--- config.mk ---
export PLATFORM = sky130hd
export DESIGN_NAME = lm_sm_sequencer
export DESIGN_NICKNAME = d
export VERILOG_FILES = /design/src/rtl/lm_sm_sequencer.sv
export SDC_FILE = /design/constraint.sdc
export NUM_CORES = 1
export LEC_CHECK = 0
export CAP_MARGIN = 20
export CORE_ASPECT_RATIO = 2
export CORE_MARGIN = 4
export CORE_UTILIZATION = 47
export CTS_CLUSTER_SIZE = 16
export DETAILED_ROUTE_END_ITERATION = 10
export HOLD_SLACK_MARGIN = 0.02
export PLACE_DENSITY_LB_ADDON = 0.3
export SLEW_MARGIN = 20
export SYNTH_ARGS = -nofsm -noshare
export SYNTH_HDL_FRONTEND = slang
export SYNTH_SLANG_ARGS = --single-unit
export TNS_END_PERCENT = 1
--- constraint.sdc ---
create_clock -name clk -period 2.45 [get_ports clk]
set_input_delay 0.3675 -clock clk [delete_from_list [all_inputs] [get_ports clk]]
set_output_delay 0.3675 -clock clk [all_outputs]
set_load 0.005 [all_outputs]
--- src/rtl/lm_sm_sequencer.sv ---
// lm_sm_sequencer
//   Multi-cycle sequencer for load-multiple / store-multiple at the memory-access stage.
//   Walks the register mask lowest-bit-first, one register per cycle, with contiguous
//   addresses starting at BaseAddr. Passes the pipeline controls through while not transferring.
//
// Ports
//   clk, reset                  clock, asynchronous active-low reset
//   Start, IsStore              instruction valid / 1 = SM, 0 = LM (sampled with Start)
//   RegMask, BaseAddr           register mask and starting address (sampled with Start)
//   Flush                       aborts a transfer in progress, blocks a Start in idle
//   PipeRASelect/WASelect/WriteMem  normal-instruction controls, passed through when not in XFER
//   RASelect, WASelect, WriteMem    controls to the memory-access stage
//   AddrOut                     address on the RAFromPipe path
//   RegIndex, RegWrite          register-file index and LM writeback strobe
//   Stall, Done                 upstream freeze / one-cycle completion pulse
module lm_sm_sequencer #(
  parameter int unsigned NREG = 8,
  parameter int unsigned AW   = 16
) (
  input  logic                                     clk,
  input  logic                                     reset,
  input  logic                                     Start,
  input  logic                                     IsStore,
  input  logic [NREG-1:0]                          RegMask,
  input  logic [AW-1:0]                            BaseAddr,
  input  logic                                     Flush,
  input  logic                                     PipeRASelect,
  input  logic                                     PipeWASelect,
  input  logic                                     PipeWriteMem,
  output logic                                     RASelect,
  output logic                                     WASelect,
  output logic                                     WriteMem,
  output logic [AW-1:0]                            AddrOut,
  output logic [((NREG > 1) ? $clog2(NREG) : 1)-1:0] RegIndex,
  output logic                                     RegWrite,
  output logic                                     Stall,
  output logic                                     Done
);

  localparam int unsigned IW = (NREG > 1) ? $clog2(NREG) : 1;

  typedef enum logic [1:0] {StIdle, StXfer, StDone} state_e;

  state_e          stateQ;
  logic [NREG-1:0] maskQ;
  logic [AW-1:0]   addrQ;
  logic            isStoreQ;

  logic [NREG-1:0] lowBit;
  logic [NREG-1:0] maskNext;
  logic [IW-1:0]   lowIdx;

  // Isolate the lowest set bit (two's-complement trick) and encode its position.
  always_comb begin
    lowBit   = maskQ & (~maskQ + {{(NREG-1){1'b0}}, 1'b1});
    maskNext = maskQ & ~lowBit;
    lowIdx   = '0;
    for (int i = NREG - 1; i >= 0; i--) begin
      if (maskQ[i]) lowIdx = IW'(i);
    end
  end

  always_ff @(posedge clk or negedge reset) begin
    if (!reset) begin
      stateQ   <= StIdle;
      maskQ    <= '0;
      addrQ    <= '0;
      isStoreQ <= 1'b0;
    end else begin
      unique case (stateQ)
        StIdle: begin
          if (Start && !Flush) begin
            if (|RegMask) begin
              maskQ    <= RegMask;
              addrQ    <= BaseAddr;
              isStoreQ <= IsStore;
              stateQ   <= StXfer;
            end else begin
              stateQ <= StDone;
            end
          end
        end
        StXfer: begin
          if (Flush) begin
            maskQ  <= '0;
            stateQ <= StIdle;
          end else begin
            maskQ <= maskNext;
            // Address advances per transferred register, wrapping modulo 2^AW.
            addrQ <= addrQ + AW'(1);
            if (maskNext == '0) stateQ <= StDone;
          end
        end
        StDone:  stateQ <= StIdle;
        default: stateQ <= StIdle;
      endcase
    end
  end

  // Outputs are combinational from registered state so reset takes effect without a clock.
  always_comb begin
    RASelect = PipeRASelect;
    WASelect = PipeWASelect;
    WriteMem = PipeWriteMem;
    RegWrite = 1'b0;
    Stall    = 1'b0;
    Done     = 1'b0;
    AddrOut  = addrQ;
    RegIndex = lowIdx;
    unique case (stateQ)
      StIdle: Stall = Start;
      StXfer: begin
        RASelect = 1'b0;
        WASelect = 1'b0;
        WriteMem = isStoreQ & ~Flush;
        RegWrite = ~isStoreQ & ~Flush;
        Stall    = 1'b1;
      end
      StDone:  Done = 1'b1;
      default: Stall = Start;
    endcase
  end

endmodule

==> reports/metrics.yaml, run 1 <==
synth_fa_ha_area_frac: 0.0386
syn_area_per_cell_um2: 8.51
seq_power_share: 0.335
status: "complete, no violations"
syn_area_um2: 1850
synth_edf_count: 0
drc: 0
synth_top_flop_cell: "dfrtp_1"
p_clk_frac: 0.087
cp-start-kind: "flip-flop"
reg2reg_from: "maskQ[5]$_DFFE_PN0P_"
cp.required_ps: 2080
dpl_cell_area_um2: 2520
whs_ps: 462
cts_tree: "done"
synthArstFlopShare: 1.00
htree_num_levels: 1
drtPass1Iterations: 4
vias: 1995
drive_gt1_frac: 0.116
powerDensity_nw_per_um2: 1180
gp_congestion: 0.940
ctsHoldBuffers: 0
leakage_uw: 0.00102
die_area_um2: 5060
ios: 57
synth_top_family_by_area: "compound AO/OA/AOI/OAI gates"
skew_ps: 5.14
worst_slew_pin_slew_ps: 476
synth-simple-area-share: 0.252
num_rows: 32
clock_sinks: 27
start_util: 0.480
wl_mm: 5.49
dieHeight_um: 96.7
period_minus_slack_ps: 2320
cp-end-kind: "output port"
internal_power_uw: 1770
root_buffer: "clkbuf_8"
grt_pass1_vias: 2020
syn_inst: 217
numCtsBuffers: 3
dp_hpwl_mm: 4.30
hold_viol_final: 0
area_delta_synth_final_pct: 39.6
p_switching_uw: 1290
final_cell_mix: "clkdlybuf4s50_1, dfrtp_1, o21ai_0, nand2_1, a21oi_1"
final_antenna_net_count: 0
final_common_cell: "clkdlybuf4s50_1"
drv_cap: 0
total_power_uw: 3050
viasPerCell: 6.08
grt_max_degree: 28
fin_nets: 314
antenna_found_initial: 0
clk_latency_ps: 280
setup_violations: 0
n_antenna_cell: 0
r2r_slack_ps: 340
synth_compound_area_frac: 0.276
final_cell_area_um2: 2580
tns_ps: 0
cts.clk_slew.worst_paths_ps: 90
rsz0062_at_grt: "false"
critPathArrivalTime_ps: 1950
min_path_type: "in -> async"
worstRegToRegCells: 5
yosys_register_bits: 27
post_drt_wl_per_cell_um: 16.7
portBuffers: 56
synth_xor_area_frac: 0
power.share.switching: 0.421
irDropWorstVdd_uv: 698
die_w_um: 52.3
synth_nets: 253
comb_power_share: 0.578
clockBufferDepth: 2
timing.final.max_slew_violations: 0
r2r_end: "stateQ[0]$_DFFE_PN0P_"
fin_crit_sh: 0.946
yosysSeqAreaShare: 0.366
critical_path_class: "reg -> out"
relSlewSlack: 0.681
overflow: 0
ys_types: 51
muxShareOfSynthArea: 0.0176
core-area_um2: 3840
drtIter0Drc: 77
synth_warnings: 0
startpoint: "maskQ[2]$_DFFE_PN0P_"
grtUsageTotal: 0.232
grt_pass1_wl_mm: 9.11
cp_max_fo: 7
clock.fmax_ghz: 0.431
state kept, by name, summed over array words and instances (netlist names):
name	count
AddrOut	16
isStoreQ	1
maskQ	8
stateQ	2
worst max path at each step:
stage | endpoint | slack, ps | cells after the start
finish | RegIndex[2] | 130 | 3
global route | RegIndex[2] | 20 | 3
CTS | WriteMem | 80 | 4
detailed placement | AddrOut[6]$_DFFE_PN0P_ | 40 | 7
global placement | AddrOut[6]$_DFFE_PN0P_ | 110 | 7
floorplan | AddrOut[14]$_DFFE_PN0P_ | 480 | 7
what timing repair did:
item / 4_1_cts / 5_1_grt
endpoints found under the hold margin: 0 / 0
gates resized for setup: 0 / 2
endpoints found under the setup margin: 0 / 1
buffers inserted: 0 / 1
per-stage QoR:
step                 util  setup slack [ps]  instances
global route        0.671              24.3        328
detailed placement  0.655              38.8        323
floorplan               -               480        217
CTS                 0.667              76.0        327
global placement    0.655               111        323
finish              0.671               132        328
synthesized netlist by cell type (2+ instances only):
master | number | share of area
clkbuf_1 | 9 | 0.018
and2_1 | 2 | 0.0068
o211ai_1 | 2 | 0.0081
nand4_1 | 4 | 0.014
o21ai_0 | 21 | 0.057
nand4b_1 | 2 | 0.0095
nand2b_1 | 4 | 0.014
o21ai_1 | 2 | 0.0054
nand3_1 | 11 | 0.030
nand2_1 | 15 | 0.030
ha_1 | 4 | 0.027
inv_1 | 10 | 0.020
or4_1 | 6 | 0.024
dfrtp_1 | 27 | 0.37
a22o_1 | 8 | 0.038
nor2b_1 | 5 | 0.017
a32oi_1 | 3 | 0.014
or2_2 | 4 | 0.014
a21oi_1 | 13 | 0.035
or3_4 | 2 | 0.012
nor2_1 | 11 | 0.022
nor4_1 | 5 | 0.017
mux2_2 | 2 | 0.012
a211oi_1 | 2 | 0.0081
a22oi_1 | 6 | 0.024
or3_1 | 4 | 0.014
nor3_1 | 9 | 0.024
critical path, stage by stage, from the launching register on:
cell and delay (ps):
dfrtp_1 470, or3_4 450, a211oi_1 220, clkdlybuf4s50_1 530
power groups by stage:
stage | Clock [µW] | Sequential, µW | Combinational, µW
2_1_floorplan | 0 | 926 | 1010
3_3_place_gp | 0 | 1020 | 1720
3_5_place_dp | 0 | 1020 | 1750
4_1_cts | 271 | 1020 | 1760
5_1_grt | 289 | 1070 | 1950
6_report | 266 | 1020 | 1760
kinds of logic after synthesis:
logic type / count (synthesis)
mux: 3
simple gates: 85
compound gates: 74
buf+inv: 22
fa+ha+maj: 6
flops: 27
area by class of cell:
class,count,area (µm²)
sequential,27,676
tap,51,63.8
clock inverter,1,5.00
clock buffer,3,41.3
multi-input combinational,168,1090
inverter,10,41.3
fill,357,1270
timing repair buffer,68,663
layer usage:
layer | wire length, µm | up-vias | global-route usage
li1 | - | 946 | -
met1 | 1930 | 950 | 0.235
met2 | 3010 | 73 | 0.416
met3 | 213 | 26 | 0.0277
met4 | 329 | 0 | 0.148
met5 | 0 | - | 0
Power figures use the tool's default switching activity.
==> inputs of run 2 (changes only) <==
- CTS_BUF_LIST: not set -> sky130_fd_sc_hd__clkbuf_16
- GPL_TIMING_DRIVEN: not set -> 0
==> run 2 against run 1 <==
Sequential power about the same. Final cell count up 0.61%. Die area is the same. Combinational power up 4%. Sequential share of layout area fell by 0.20 points. Worst setup slack lost 46 ps. Highest routed layer unchanged.
==> reports/metrics.yaml, run 2 (same netlist as run 1, synthesis figures left out) <==
status: "complete, no violations"
antenna_found_initial: 0  # unchanged
htree_num_levels: 1  # unchanged
multi_input_area_um2: 1100  # +1.2%
fin_util: 0.677  # +0.00651
clockBufferDepth: 2  # unchanged
cts.clk_slew.worst_paths_ps: 70  # -20 ps
final_antenna_net_count: 0  # unchanged
critical_path_class: "reg -> out"
dp_hpwl_mm: 4.30  # about the same
regArea_um2: 677  # +0.19%
final_cell_area_um2: 2600  # +0.97%
final_cell_mix: "clkdlybuf4s50_1, dfrtp_1, o21ai_0, nand2_1, a21oi_1"
drive_gt1_frac: 0.115  # -0.000828
crit_slowest_cell: "clkdlybuf4s50_1"
clk_latency_ps: 260  # -20 ps
grtUsageTotal: 0.243  # +0.0108
start_util: 0.480  # unchanged
viasPerCell: 6.17  # +1.4%
final_common_cell: "clkdlybuf4s50_1"
gp_congestion: 0.942  # +0.17%
area_delta_synth_final_pct: 40.9
leakage_uw: 0.00103  # +0.90%
place_ws_ps: -222  # -260 ps
drc: 0  # unchanged
skew_ps: 2.85  # -2.29 ps
portBuffers: 56  # unchanged
clock.fmax_ghz: 0.423  # -1.9%
post_drt_wl_per_cell_um: 17.7  # +5.7%
cts_tree: "done"
clock_sinks: 27  # unchanged
cp.required_ps: 2080  # about the same
wl_mm: 5.84  # +6.3%
grt_max_degree: 28  # unchanged
num_rows: 32  # unchanged
period_minus_slack_ps: 2360  # +45.7 ps
cp-end-kind: "output port"
min_path_type: "in -> async"
grt_pass1_wl_mm: 9.50  # +4.3%
setup_violations: 0  # unchanged
dieHeight_um: 96.7  # unchanged
whs_ps: 118  # -345 ps
worst_slew_pin_slew_ps: 643  # +167 ps
worstPathCellList: "ha_4 -> clkbuf_8 -> inv_1 -> buf_4 -> a22o_1 -> clkdlybuf4s50_1"
die_area_um2: 5060  # unchanged
cp-start-kind: "flip-flop"
drtIter0Drc: 89  # +16%
cp_max_fo: 10  # +3
fin_crit_sh: 0.965  # +0.0186
root_buffer: "clkbuf_16"
n_antenna_cell: 0  # unchanged
relSlewSlack: 0.571  # -0.109
hold_viol_final: 0  # unchanged
fin_nets: 316  # +0.64%
vias: 2036  # +2.1%
slowest_delay_ps: 490  # -40 ps
drv_cap: 0  # unchanged
grt_pass1_vias: 2116  # +4.8%
dpl_cell_area_um2: 2470  # -2.0%
largest_register_ffs: 16  # unchanged
overflow: 0  # unchanged
die_w_um: 52.3  # unchanged
critPathArrivalTime_ps: 2000  # +50 ps
irDropWorstVdd_uv: 667  # -4.4%
nFillCells: 339  # -5.0%
powerDensity_nw_per_um2: 1240  # +4.5%
ios: 57  # unchanged
core-area_um2: 3840  # unchanged
setup_ws_ps: 85.9  # -45.7 ps
timing.final.max_slew_violations: 0  # unchanged
numCtsBuffers: 3  # unchanged
drtPass1Iterations: 4  # unchanged
[run 2: cell types whose count changed in the layout (fill, tap and decap cells not counted), moves of 2 or more]
cell	delta
clkbuf_16	+3
buf_2	+2
clkbuf_8	-2
clkbuf_2	+3
buf_4	-7
clkbuf_1	+4
[run 2: worst max-delay path, delay by kind of cell, from the launching register on]
kind | cells | cell delay, ps
buffers and inverters | 4 | 920
DFF | 1 | 460
AOI/OAI and AO/OA | 1 | 160
adders and majority gates | 1 | 190
[run 2: what timing repair did]
item / in CTS / in global routing
hold buffers: 0 / 0
endpoints found under the setup margin: 14 / 9
setup buffers: 0 / 2
pin swaps: 0 / 0
gates resized for setup: 10 / 10
[run 2: metal layers]
metal	GRT usage	wire, µm
met5	0	0
met4	0.124	214
met3	0.0277	292
met2	0.450	3280
met1	0.247	2050
[run 2: where the power goes]
part / internal [µW] / switching (µW) / total [µW] / leakage, µW
Combinational: 992 / 842 / 1830 / 0.000658
Clock: 219 / 163 / 382 / 0.0000423
Sequential: 668 / 339 / 1010 / 0.000327
[run 2: final timing paths]
check	start	to	slack [ps]	cells after the start
min in group clk	AddrOut[6]$_DFFE_PN0P_	AddrOut[6]$_DFFE_PN0P_	560	2
setup / recovery	stateQ[0]$_DFFE_PN0P_	WriteMem	90	6
setup reg to reg	maskQ[5]$_DFFE_PN0P_	stateQ[1]$_DFFE_PN0P_	310	5
max in group asynchronous	reset	stateQ[0]$_DFFE_PN0P_	1870	1
hold reg to reg	AddrOut[6]$_DFFE_PN0P_	AddrOut[6]$_DFFE_PN0P_	560	2
hold / removal	reset	maskQ[2]$_DFFE_PN0P_	120	1
[run 2: cell type report]
class / count / share of cell area
multi-input cells: 168 / 0.423
flip-flops and latches: 27 / 0.260
repair buffers: 58 / 0.219
clock buffers: 3 / 0.0288
plain buffers: 12 / 0.0288
well taps: 51 / 0.0245
inverters: 10 / 0.0144
clock inverters: 1 / 0.00144
[run 2: per-stage QoR]
stage	total power (µW)	std cells	TNS, ps
2_1_floorplan	1930	217	0
3_3_place_gp	2700	324	-2900
3_5_place_dp	2740	324	-3120
4_1_cts	3160	328	0
5_1_grt	3460	330	-4.56
6_report	3220	330	0
==> inputs of run 3 (changes only) <==
- ABC_AREA: not set -> 1
- CORE_UTILIZATION: 47 -> 50
- CTS_BUF_LIST: sky130_fd_sc_hd__clkbuf_16 -> sky130_fd_sc_hd__clkbuf_4 sky130_fd_sc_hd__clkbuf_8
==> run 3 against run 2 <==
Via count rose by 5.1%. Synthesized cell count grew 37%. Sequential power fell by 11%. Global-route usage is 1.2 points lower. Worst setup slack gained 10 ps. Register-to-register slack improved by 450 ps. Hold slack got worse by 13 ps. Critical path type unchanged.
==> reports/metrics.yaml, run 3 <==
leakage_uw: 0.00127  # +23%
synthArstFlopShare: 1.00  # unchanged
drtPass1Iterations: 4  # unchanged
dpl_cell_area_um2: 2640  # +6.9%
grtUsageTotal: 0.231  # -0.0119
post_cts_buffers: 0  # unchanged
period_minus_slack_ps: 2350  # -10.2 ps
yosys.cell_count.top_type: "nand2_1"
ys_top_cells_by_area: "dfrtp_1, nand2_1, nor2_1"
num_rows: 32  # unchanged
yosysSeqAreaShare: 0.335  # -0.0309
clock.fmax_ghz: 0.425  # +0.43%
synth_commonest_cells: "nand2_1, nor2_1, inv_1, dfrtp_1, nand3_1"
grtUsageMet1: 0.229  # -0.0182
synth_edf_count: 0  # unchanged
largest_register_ffs: 16  # unchanged
viasPerCell: 5.26  # -15%
synth_compound_area_frac: 0.152  # -0.124
yosys.area.top_type_share: 0.335  # -0.0309
drv_cap: 0  # unchanged
grt_max_degree: 28  # unchanged
cp-start-kind: "flip-flop"
ys_types: 34  # -33%
drtIter0Drc: 62  # -30%
rsz0062_at_grt: "false"
die_w_um: 52.9  # +1.1%
final_cell_area_um2: 2700  # +3.6%
cp-end-kind: "output port"
clockBufferDepth: 2  # unchanged
syn_area_per_cell_um2: 6.79  # -20%
startpoint: "stateQ[1]$_DFFE_PN0P_"
syn_inst: 297  # +37%
final_common_cell: "nand2_1"
relSlewSlack: 0.574  # +0.00239
cts_resized: 1  # -9
yosys_register_bits: 27  # unchanged
area_delta_synth_final_pct: 33.7
vias: 2140  # +5.1%
cp_common_cell: "clkbuf_4"
gp_congestion: 0.878  # -6.7%
yosysTopAreaCell: "dfrtp_1"
post_drt_wl_per_cell_um: 13.4  # -24%
critPathTopFamily: "buffers and inverters"
grt.busiest_layer: "met2"
critical_path_class: "reg -> out"
grt_pass1_wl_mm: 9.27  # -2.5%
slowest_delay_ps: 500  # about the same
ctsHoldBuffers: 0  # unchanged
ios: 57  # unchanged
die_area_um2: 5180  # +2.3%
grt_pass1_vias: 2207  # +4.3%
hold_viol_final: 0  # unchanged
tns_ps: 0  # unchanged
timing.final.max_slew_violations: 0  # unchanged
reg2reg_from: "stateQ[0]$_DFFE_PN0P_"
numCtsBuffers: 3  # unchanged
synth_xor_area_frac: 0  # unchanged
synth_top_family_by_area: "simple AND/OR/NAND/NOR gates"
crit_slowest_cell: "clkdlybuf4s50_1"
drive_gt1_frac: 0.124  # +0.00890
worstPathCellList: "inv_1 -> ha_1 -> clkbuf_4 -> clkbuf_4 -> nor2_1 -> clkdlybuf4s50_1"
cts_tree: "done"
fin_crit_sh: 0.961  # -0.00418
portBuffers: 56  # unchanged
synth_warnings: 0  # unchanged
fin_util: 0.694  # +0.0172
dp_hpwl_mm: 4.40  # +2.5%
grt_use_met2: 0.447  # -0.00287
start_util: 0.519  # +0.0389
powerDensity_nw_per_um2: 1160  # -6.2%
fin_nets: 393  # +24%
wl_mm: 5.46  # -6.5%
final_antenna_net_count: 0  # unchanged
irDropWorstVdd_uv: 651  # -2.4%
synth_top_flop_cell: "dfrtp_1"
syn_area_um2: 2020  # +9.2%
skew_ps: 2.40  # -0.448 ps
use_met3: 0.0214  # -0.00636
clk_latency_ps: 270  # about the same
htree_num_levels: 1  # unchanged
muxShareOfSynthArea: 0  # -0.0176
cp.required_ps: 2080  # about the same
n_antenna_cell: 0  # unchanged
critPathArrivalTime_ps: 1990  # about the same
whs_ps: 104  # -13.4 ps
nFillCells: 364  # +7.4%
setup_violations: 0  # unchanged
dieHeight_um: 97.8  # +1.2%
overflow: 0  # unchanged
synth_nets: 333  # +32%
core-area_um2: 3880  # +1.0%
clock_sinks: 27  # unchanged
total_power_uw: 3130  # -2.8%
status: "complete, no violations"
min_path_type: "in -> async"
root_buffer: "clkbuf_8"
cts.clk_slew.worst_paths_ps: 100  # +30 ps
worst_slew_pin_slew_ps: 639  # -3.58 ps
cp_max_fo: 10  # unchanged
drc: 0  # unchanged
synth_fa_ha_area_frac: 0.0248  # -0.0138
synth-simple-area-share: 0.381  # +0.129
final_cell_mix: "nand2_1, clkdlybuf4s50_1, nor2_1, inv_1, dfrtp_1"
antenna_found_initial: 0  # unchanged
cp_num_buf_inv: 4  # unchanged
## run 3: power by group
part | switching, µW | internal, µW | total [µW] | leakage, µW
clock | 145 | 128 | 272 | 0.0000262
sequential | 243 | 659 | 902 | 0.000326
combinational | 1050 | 907 | 1960 | 0.000915
total | 1440 | 1690 | 3130 | 0.00127
## run 3: cell type report
cell class | count | area [µm²] | share of cell area
tap | 51 | 63.8 | 0.0237
clock buffer | 4 | 48.8 | 0.0181
timing repair buffer | 56 | 556 | 0.206
buffer | 7 | 70.1 | 0.0260
inverter | 40 | 153 | 0.0566
sequential | 27 | 676 | 0.251
multi-input combinational | 222 | 1130 | 0.419
## run 3: cells by family (layout without fill, tap and decap cells)
kind of cell / Yosys count / after routing
simple gates: 172 / 172
buf+inv: 48 / 107
compound gates: 46 / 46
flops: 27 / 27
fa+ha+maj: 4 / 4
## run 3: through the flow
| stage | cells | setup WS [ps] |
|---|---|---|
| 2_1_floorplan | 297 | 854 |
| 3_3_place_gp | 404 | 162 |
| 3_5_place_dp | 404 | 151 |
| 4_1_cts | 407 | 29.2 |
| 5_1_grt | 407 | 3.90 |
| 6_report | 407 | 96.1 |
## run 3: worst paths after layout
kind,to,slack (ps),cells after the start
max,WASelect,100,6
min,AddrOut[9]$_DFFE_PN0P_,100,1
max reg2reg,AddrOut[6]$_DFFE_PN0P_,760,9
min reg2reg,stateQ[1]$_DFFE_PN0P_,510,2
max in group asynchronous,AddrOut[12]$_DFFE_PN0P_,1930,1
min in group clk,stateQ[1]$_DFFE_PN0P_,510,2
## run 3: per-layer routing
metal	vias to the layer above	wire length [µm]
met1	996	1930
li1	1068	-
met2	60	3130
met3	16	222
met4	0	178
met5	-	0
